`src/rtl/vram_loader_pkg.sv`:
```
// rtl/vram_loader_pkg.sv - shared mode and state encodings for the video RAM fill engine
// Contents:
//   mode_e   : source select (COPY / FILL / PATTERN / reserved)
//   state_e  : fill engine states (IDLE / RUN / DRAIN / DONE)
//   is_copy  : true for modes that read the image ROM
package vram_loader_pkg;

  typedef enum logic [1:0] {
    MODE_COPY    = 2'd0,
    MODE_FILL    = 2'd1,
    MODE_PATTERN = 2'd2,
    MODE_RSVD    = 2'd3
  } mode_e;

  typedef enum logic [1:0] {
    ST_IDLE  = 2'd0,
    ST_RUN   = 2'd1,
    ST_DRAIN = 2'd2,
    ST_DONE  = 2'd3
  } state_e;

  // The reserved encoding behaves exactly like a ROM copy.
  function automatic logic is_copy(input mode_e m);
    return (m == MODE_COPY) || (m == MODE_RSVD);
  endfunction

endpackage

```
`src/rtl/vram_loader_if.sv`:
```
// rtl/vram_loader_if.sv - ROM read port plus video RAM write port of the fill engine
// Signals:
//   rom_ce/rom_ad   : ROM read request (loader -> ROM)
//   rom_data        : ROM read data, ROM_LAT cycles after rom_ce (ROM -> loader)
//   ram_ce/ram_ad/ram_data : video RAM write port (loader -> RAM)
// Modports: master = loader side, slave = memory side.
interface vram_loader_if #(
  parameter int ADDR_W = 11,
  parameter int DATA_W = 8
);

  logic              rom_ce;
  logic [ADDR_W-1:0] rom_ad;
  logic [DATA_W-1:0] rom_data;
  logic              ram_ce;
  logic [ADDR_W-1:0] ram_ad;
  logic [DATA_W-1:0] ram_data;

  modport master (
    output rom_ce, rom_ad,
    input  rom_data,
    output ram_ce, ram_ad, ram_data
  );

  modport slave (
    input  rom_ce, rom_ad,
    output rom_data,
    input  ram_ce, ram_ad, ram_data
  );

endinterface

```
`src/rtl/vram_loader_delay.sv`:
```
// rtl/vram_loader_delay.sv - {valid, addr} delay line matching the ROM read latency
// Ports:
//   write_clk, rst      : clock, asynchronous active-low clear
//   in_valid, in_addr   : entry pushed every cycle
//   out_valid, out_addr : oldest stage, straight from flops
//   any_valid           : an entry is still in flight behind the output stage
module loader_delay #(
  parameter int ADDR_W = 11,
  parameter int LAT    = 1
) (
  input  logic              write_clk,
  input  logic              rst,
  input  logic              in_valid,
  input  logic [ADDR_W-1:0] in_addr,
  output logic              out_valid,
  output logic [ADDR_W-1:0] out_addr,
  output logic              any_valid
);

  logic [LAT-1:0]             valid_q, valid_d;
  logic [LAT-1:0][ADDR_W-1:0] addr_q, addr_d;

  always_comb begin
    valid_d    = valid_q;
    addr_d     = addr_q;
    valid_d[0] = in_valid;
    addr_d[0]  = in_addr;
    for (int i = 1; i < LAT; i++) begin
      valid_d[i] = valid_q[i-1];
      addr_d[i]  = addr_q[i-1];
    end
  end

  always_ff @(posedge write_clk or negedge rst) begin
    if (!rst) begin
      valid_q <= '0;
      addr_q  <= '0;
    end else begin
      valid_q <= valid_d;
      addr_q  <= addr_d;
    end
  end

  assign out_valid = valid_q[LAT-1];
  assign out_addr  = addr_q[LAT-1];

  // The output stage is excluded: once only it is valid, the line is empty
  // after the coming edge, which is when the engine may report DONE.
  always_comb begin
    any_valid = 1'b0;
    for (int i = 0; i < LAT - 1; i++) begin
      any_valid = any_valid | valid_q[i];
    end
  end

endmodule

```
`src/rtl/vram_loader.sv`:
```
// rtl/vram_loader.sv - bounded write-side fill engine for the video RAM
// Ports:
//   write_clk : write-domain clock
//   rst       : asynchronous active-low reset
//   start     : single-cycle start pulse
//   mode      : 0=COPY, 1=FILL, 2=PATTERN, 3=reserved (COPY)
//   bus       : ROM read port and video RAM write port (master side)
//   busy      : pass in progress (RUN or DRAIN)
//   done      : last pass finished, held until next start or reset
module vram_loader
  import vram_loader_pkg::*;
#(
  parameter int                ADDR_W     = 11,
  parameter int                DATA_W     = 8,
  parameter int                DEPTH      = 2048,
  parameter int                ROM_LAT    = 1,
  parameter int                AUTOSTART  = 1,
  parameter logic [DATA_W-1:0] FILL_VALUE = 8'h00
) (
  input  logic                write_clk,
  input  logic                rst,
  input  logic                start,
  input  logic [1:0]          mode,
  vram_loader_if.master       bus,
  output logic                busy,
  output logic                done
);

  // One extra bit so DEPTH = 2**ADDR_W still compares correctly.
  localparam logic [ADDR_W:0] LAST = (ADDR_W + 1)'(DEPTH - 1);

  state_e          state_q, state_d;
  logic [ADDR_W:0] cnt_q, cnt_d;
  mode_e           mode_q, mode_d;
  logic            armed_q, armed_d;
  logic            issue;

  logic              out_valid;
  logic [ADDR_W-1:0] out_addr;
  logic              any_valid;

  always_comb begin
    state_d = state_q;
    cnt_d   = cnt_q;
    mode_d  = mode_q;
    armed_d = armed_q;
    issue   = 1'b0;
    case (state_q)
      ST_IDLE: begin
        if (start || armed_q) begin
          state_d = ST_RUN;
          mode_d  = mode_e'(mode);
          cnt_d   = '0;
          armed_d = 1'b0;
        end
      end
      ST_RUN: begin
        issue = 1'b1;
        if (cnt_q == LAST) begin
          state_d = ST_DRAIN;
        end else begin
          cnt_d = cnt_q + 1'b1;
        end
      end
      ST_DRAIN: begin
        if (!any_valid) begin
          state_d = ST_DONE;
        end
      end
      ST_DONE: begin
        if (start) begin
          state_d = ST_RUN;
          mode_d  = mode_e'(mode);
          cnt_d   = '0;
        end
      end
      default: state_d = ST_IDLE;
    endcase
  end

  always_ff @(posedge write_clk or negedge rst) begin
    if (!rst) begin
      state_q <= ST_IDLE;
      cnt_q   <= '0;
      mode_q  <= MODE_COPY;
      armed_q <= (AUTOSTART != 0);
    end else begin
      state_q <= state_d;
      cnt_q   <= cnt_d;
      mode_q  <= mode_d;
      armed_q <= armed_d;
    end
  end

  loader_delay #(
    .ADDR_W (ADDR_W),
    .LAT    (ROM_LAT)
  ) u_delay (
    .write_clk (write_clk),
    .rst       (rst),
    .in_valid  (issue),
    .in_addr   (cnt_q[ADDR_W-1:0]),
    .out_valid (out_valid),
    .out_addr  (out_addr),
    .any_valid (any_valid)
  );

  assign busy       = (state_q == ST_RUN) || (state_q == ST_DRAIN);
  assign done       = (state_q == ST_DONE);
  assign bus.rom_ce = issue && is_copy(mode_q);
  assign bus.rom_ad = cnt_q[ADDR_W-1:0];
  assign bus.ram_ce = out_valid;
  assign bus.ram_ad = out_addr;

  // Pattern: low address byte with the top three address bits folded into
  // the top three data bits, so every 1/8 of the image looks different.
  logic [DATA_W-1:0] pattern;
  always_comb begin
    pattern = DATA_W'(out_addr) ^ {out_addr[ADDR_W-1 -: 3], {(DATA_W - 3){1'b0}}};
  end

  // Data is forced to zero between writes so the port is quiet when idle.
  always_comb begin
    bus.ram_data = '0;
    if (out_valid) begin
      case (mode_q)
        MODE_FILL:    bus.ram_data = FILL_VALUE;
        MODE_PATTERN: bus.ram_data = pattern;
        default:      bus.ram_data = bus.rom_data;
      endcase
    end
  end

endmodule

```
`src/flat_wrapper.sv`:
```
// flat-port wrapper written by rule: the top's interface ports become plain ports
module vram_loader_flat import vram_loader_pkg::*;
#(
  parameter int                ADDR_W     = 11,
  parameter int                DATA_W     = 8,
  parameter int                DEPTH      = 2048,
  parameter int                ROM_LAT    = 1,
  parameter int                AUTOSTART  = 1,
  parameter logic [DATA_W-1:0] FILL_VALUE = 8'h00
)
  (write_clk, rst, start, mode, busy, done, bus_rom_ce, bus_rom_ad, bus_rom_data, bus_ram_ce, bus_ram_ad, bus_ram_data);
  vram_loader_if #(.ADDR_W(ADDR_W), .DATA_W(DATA_W)) bus_i ();
  input  logic write_clk;
  input  logic rst;
  input  logic start;
  input  logic [1:0] mode;
  output logic busy;
  output logic done;
  output wire logic [$bits(bus_i.rom_ce)-1:0] bus_rom_ce;
  output wire logic [$bits(bus_i.rom_ad)-1:0] bus_rom_ad;
  input wire logic [$bits(bus_i.rom_data)-1:0] bus_rom_data;
  output wire logic [$bits(bus_i.ram_ce)-1:0] bus_ram_ce;
  output wire logic [$bits(bus_i.ram_ad)-1:0] bus_ram_ad;
  output wire logic [$bits(bus_i.ram_data)-1:0] bus_ram_data;
  assign bus_rom_ce = bus_i.rom_ce;
  assign bus_rom_ad = bus_i.rom_ad;
  assign bus_i.rom_data = bus_rom_data;
  assign bus_ram_ce = bus_i.ram_ce;
  assign bus_ram_ad = bus_i.ram_ad;
  assign bus_ram_data = bus_i.ram_data;
  vram_loader #(.ADDR_W(ADDR_W), .DATA_W(DATA_W), .DEPTH(DEPTH), .ROM_LAT(ROM_LAT), .AUTOSTART(AUTOSTART), .FILL_VALUE(FILL_VALUE)) u_core (.write_clk(write_clk), .rst(rst), .start(start), .mode(mode), .bus(bus_i), .busy(busy), .done(done));
endmodule
```
`config.mk`:
```
export PLATFORM = sky130hd
export DESIGN_NAME = vram_loader_flat
export DESIGN_NICKNAME = d
export VERILOG_FILES = /design/src/rtl/vram_loader_pkg.sv /design/src/rtl/vram_loader_if.sv /design/src/rtl/vram_loader_delay.sv /design/src/rtl/vram_loader.sv /design/src/flat_wrapper.sv
export SDC_FILE = /design/constraint.sdc
export NUM_CORES = 1
export LEC_CHECK = 0
export ABC_AREA = 1
export CELL_PAD_IN_SITES_DETAIL_PLACEMENT = 1
export CELL_PAD_IN_SITES_GLOBAL_PLACEMENT = 2
export CORE_ASPECT_RATIO = 0.7
export CORE_MARGIN = 2
export CORE_UTILIZATION = 27
export CTS_CLUSTER_SIZE = 14
export DETAILED_ROUTE_END_ITERATION = 12
export PLACE_DENSITY_LB_ADDON = 0.15
export SYNTH_ARGS = -nofsm -noshare
export SYNTH_HDL_FRONTEND = slang
export SYNTH_SLANG_ARGS = --single-unit
```
`constraint.sdc`:
```
create_clock -name write_clk -period 2.1 [get_ports write_clk]
set_input_delay 0.42 -clock write_clk [delete_from_list [all_inputs] [get_ports write_clk]]
set_output_delay 0.42 -clock write_clk [all_outputs]
set_load 0.02 [all_outputs]
```
# == Word level (Yosys, flattened, before mapping) ==
# Index checks and enable logic that the tools add are counted.
# totals
ff_bits,29
out_inout_bits,34
wordCells,45
# classes
add_sub_neg,1
eq_ne,11
mux,14
bitwise,1
n_reduce_logical,12
# op_table
op,count
12-bit two-way mux,3
12-bit one-hot mux with 3 select lines,1
8-bit one-hot mux with 2 select lines,1
12-bit by 1-bit adder with 12-bit output (second input constant),1
12-bit by 11-bit == test with 1-bit output (second input constant),1
2-bit two-way mux,5
2-bit == test (second input constant),4
8-bit two-way mux,1
2-bit one-hot mux with 4 select lines,1
8-bit XOR,1
3-bit AND reduction,2
2-bit by 1-bit == test with 1-bit output (second input constant),2
2-bit logical NOT,2
2-bit by 1-bit != test with 1-bit output (second input constant),2
2-bit != test (second input constant),2
2-bit one-hot mux with 2 select lines,1
4-bit AND reduction,1
1-bit logical OR,3
3-bit nonzero test,1
2-bit AND reduction,1
2-bit nonzero test,1
1-bit logical AND,1
1-bit two-way mux,1

# == Longest topological paths before layout ==
# depth
depth_word,3
ltp_mapped,9

# == Cells and area by module ==
# From an unflattened synthesis, not the netlist that was laid out.
# hier_totals
cells_unflattened,204
area_unflattened_um2,1637.8
# by_module_without_submodules
module,n_inst,cells_per_inst,area_per_inst_um2
vram_loader,1,190,1326.3
loader_delay,1,14,311.5

# == Least setup slack after synthesis ==
# No wires, ideal clock.
# synth_timing
path_kind,register -> output
start,reg u_core.mode_q[0]
end,out bus_ram_data[5]
t_arrival_ns,1.617
t_required_ns,1.680
setup_slack_ns,0.063
stages_incl_launch_ff,8
path_buffers,1
cell_sequence,dfrtp_1 inv_1 ha_1 buf_2 nor2_2 a21boi_0 o21ai_0 a21oi_1
# synth_between
elab_chain_cells,3
elab_cells_between_ends,4
cone_classes,2 x eq/ne; 2 x mux
# synth_rtl
item,line,source
"start, declared",vram_loader.sv:34,"mode_e mode_q, mode_d;"
"start signal, assigned",vram_loader.sv:90,mode_q <= mode_d;
2-bit == test / 2-bit by 1-bit == test with 1-bit output (equally long branches),vram_loader.sv:126,case (mode_q)
8-bit one-hot mux with 2 select lines *,vram_loader.sv:126,
8-bit two-way mux *,vram_loader.sv:125,if (out_valid) begin
"end, declared",flat_wrapper.sv:24,output wire logic [$bits(bus_i.ram_data)-1:0] bus_ram_data;
# Mark *: on every way between the ends. The rest lies on a longest branch, timed or not.

# == Worst setup path after layout ==
# layout_timing
start,reg u_core.mode_q[0]
end,out bus_ram_data[7]
# The elaborated chain is that of the path after synthesis.

==> flow_summary_export.csv <==
group,metric,value,unit
status,status,"finished, final reports clean",
timing,max_slew_margin,0.667,
yosys,synth_common_cells,"nand2_1 (57), dfrtp_1 (28), nand3_1 (20)",
finish,area.sequential,727,sq um
timing,finClkSkew,0.00768,ns
timing,fin_crit,2.04,ns
clock_network,clk_pin_slew,0.06,ns
critical_path,r2r-end,"u_core.cnt_q[6]",
critical_path,cp.required,1.68,ns
grt,use_met2,0.202,
finish,multi_input_area,767,sq um
detailed_routing,via_count,1436,
floorplan,io-pin-count,47,
critical_path,cp.depth,8,
clock_network,clkLatencyLatePin,0.28,ns
finish,drive_above_1_share,0.177,
detailed_routing,initialDrtViolationCount,71,
critical_path,endpoint_kind,"output port",
grt,grt.overflow.total,0,
place,dpl.hpwl,3250,um
finish,fillers,720,
clock_network,hold_buffers,0,
grt,grt_max_degree,30,
floorplan,core.rowCount,23,
job,maxCapViolCount,0,
floorplan,start_util,0.283,
yosys,ys_seq_area_frac,0.441,
detailed_routing,routed_via_density,4.43,
finish,nNetsFinal,268,
timing,layout_worst_path_cycle_share,0.972,
critical_path,r2r.worst_path.cells,6,
timing,hold_viol_final,0,
finish,area_growth,35.5,%
grt,grtUsageTotal,0.143,
grt,grt-busiest-layer,"met1",
clock_network,clockRootBuffer,"clkbuf_8",
clock_network,cts_buffer_depth,2,
yosys,synthTopCellsByArea,"dfrtp_1 (43%), nand2_1 (13%), nand3_1 (6.1%), ha_1 (5.3%), buf_4 (5.0%)",
clock_network,cts_sinks,29,
detailed_routing,wl_per_cell,13.8,um
yosys,synth.top_cell.area_share,0.425,
worst_hold_path,hold_depth,2,
timing,rsz0062_at_grt,"true",
critical_path,cp-start-kind,"register",
critical_path,cp_cell_sequence,"inv_2 -> ha_4 -> nor2_4 -> buf_4 -> a21boi_2 -> o21ai_1 -> a21oi_1 -> buf_4",
power_and_ir_drop,power,0.00237,W
grt,grt_util_met1,0.215,
critical_path,path_buf_inv,3,
yosys,syn-num-nets,221,
floorplan,die_area,6750,sq um
critical_path,cp.arrival,1.62,ns
grt,antenna_found_initial,0,
power_and_ir_drop,leakage,0.998,nW
floorplan,die_w,97.4,um
power_and_ir_drop,peakVddDrop,0.630,mV
timing,tightest_slew,0.495,ns
detailed_routing,drt_pass1_iterations,4,
timing,fmax,490,MHz
yosys,synth_cells,201,
critical_path,critPathSlowestCell,"dfrtp_1",
critical_path,crit_path_frequent_cell,"buf_4",
detailed_routing,routed_wl,4460,um
yosys,ys_ff_latch,29,
yosys,ys_types,27,
worst_hold_path,whs_endpoint,"u_core.armed_q",
clock_network,cts_inserted_buffers,5,
place,port_buffers,46,
critical_path,crit_fanout,3,
yosys,avgSynthCellArea,8.20,sq um
clock_network,cts_tree,"built",
grt,grt_pass1_vias,1487,
detailed_routing,ant_nets,0,
floorplan,coreArea,5810,sq um
power_and_ir_drop,p_per_area,1060,nW/um^2
finish,diodes,0,
yosys,ys_async_sr_fraction,1.00,
timing,setup_viol,0,
worst_hold_path,worstHoldStart,"u_core.armed_q",
grt,grt_pass1_wl,7690,um
clock_network,cts.htree.levels,2,
yosys,yosys_most_used_dff,"dfrtp_1",
critical_path,r2r_setup_slack,0.40,ns
timing,fin_tns_setup,0,ns
yosys,syn_area,1650,sq um
grt,grtUsageMet3,0.0343,
critical_path,crit_type,"reg2out",
critical_path,path_delay_family,"flip-flops",
yosys,synth_top_area_cell,"dfrtp_1",
yosys,ys_warn_count,0,
critical_path,reg2reg_from,"u_core.cnt_q[1]",
timing,finalMaxSlewViolations,0,
critical_path,slowest_delay,0.37,ns
yosys,synth_edf_count,0,
place,gp_congestion,0.753,
yosys,yosysMostFrequentCell,"nand2_1",
detailed_routing,drc,0,
floorplan,chipHeight,69.4,um
worst_hold_path,hold_path_class,"reg2reg",
worst reg2reg max path, stage by stage (launching register included):
cell     delay, ns
dfrtp_1       0.48
ha_1          0.32
nand2_2       0.10
nor2_4        0.18
nand4_4       0.14
nand2_4       0.21
o21ai_0       0.13
metrics by stage:
stage	setup WS [ns]	std cells	hold slack (ns)	cell area (sq um)	util
2_1_floorplan	0.0632	201	0.124	1650	-
3_5_place_dp	-0.228	314	0.453	2140	0.367
5_1_grt	-0.0436	324	0.504	2230	0.384
4_1_cts	0.0116	324	0.464	2250	0.388
3_3_place_gp	-0.123	314	0.450	2140	0.367
6_report	0.0583	324	0.457	2230	0.384
layer usage:
metal / vias to the layer above / share of wire / wire (um)
met2: 38 / 0.41 / 1810
met4: 0 / 0.012 / 55
met3: 7 / 0.050 / 225
met5: - / 0 / 0
met1: 657 / 0.53 / 2370
li1: 734 / - / -
flip-flops by register name (all words and copies together), names as in the netlist:
signal	cells
u_core.cnt_q	12
u_core.u_delay.out_addr	11
u_core.mode_q	2
u_core.state_q	2
u_core.armed_q	1
u_core.u_delay.out_valid	1
cells by family after synthesis:
family / share of synthesized area
AO/OA/AOI/OAI: 0.0858
flip-flops: 0.441
XOR/XNOR: 0.00532
buffers and inverters: 0.109
AND/OR/NAND/NOR: 0.306
adder cells (fa/ha/maj): 0.0531
how the worst max path moves through the flow:
stage,startpoint,endpoint
3_5_place_dp,u_core.mode_q[0],bus_ram_data[5]
4_1_cts,u_core.mode_q[0],bus_ram_data[6]
5_1_grt,u_core.mode_q[0],bus_ram_data[5]
3_3_place_gp,u_core.mode_q[0],bus_ram_data[5]
2_1_floorplan,u_core.mode_q[0],bus_ram_data[5]
6_report,u_core.mode_q[0],bus_ram_data[7]
cell type report:
type,instances,area share
well taps,75,0.0420
repair buffers,54,0.218
multi-input cells,140,0.344
clock buffers,8,0.0404
inverters,18,0.0303
flip-flops and latches,29,0.326
power by group:
part / internal [W] / total [W] / switching [W]
Combinational: 0.000449 / 0.00117 / 0.000718
Clock: 0.000267 / 0.000484 / 0.000217
Sequential: 0.000639 / 0.000716 / 0.0000770
layout by cell type (no fill, tap or decap):
cell	count
clkbuf_2	1
clkbuf_8	6
nand2_4	1
inv_2	2
o21bai_1	1
nand2_1	57
a21boi_2	2
nand2_2	5
ha_1	6
nor2_2	1
nor2_4	4
nand4_4	1
o21ai_0	11
ha_4	1
nand3b_1	1
o21ai_1	2
dfrtp_1	28
clkdlybuf4s50_1	36
buf_4	13
nand3_1	20
o21ai_2	1
and3_1	1
nand4_1	2
clkbuf_1	2
nor2_1	11
inv_1	16
buf_2	3
or2_2	2
xnor2_1	1
a21oi_1	9
dlygate4sd2_1	1
dfstp_2	1
repair_timing:
action,4_1_cts,5_1_grt
setup buffers,2,0
endpoints found under the setup margin,10,9
resized for setup,33,17
pin swaps,1,1
Power figures use the tool's default switching activity.
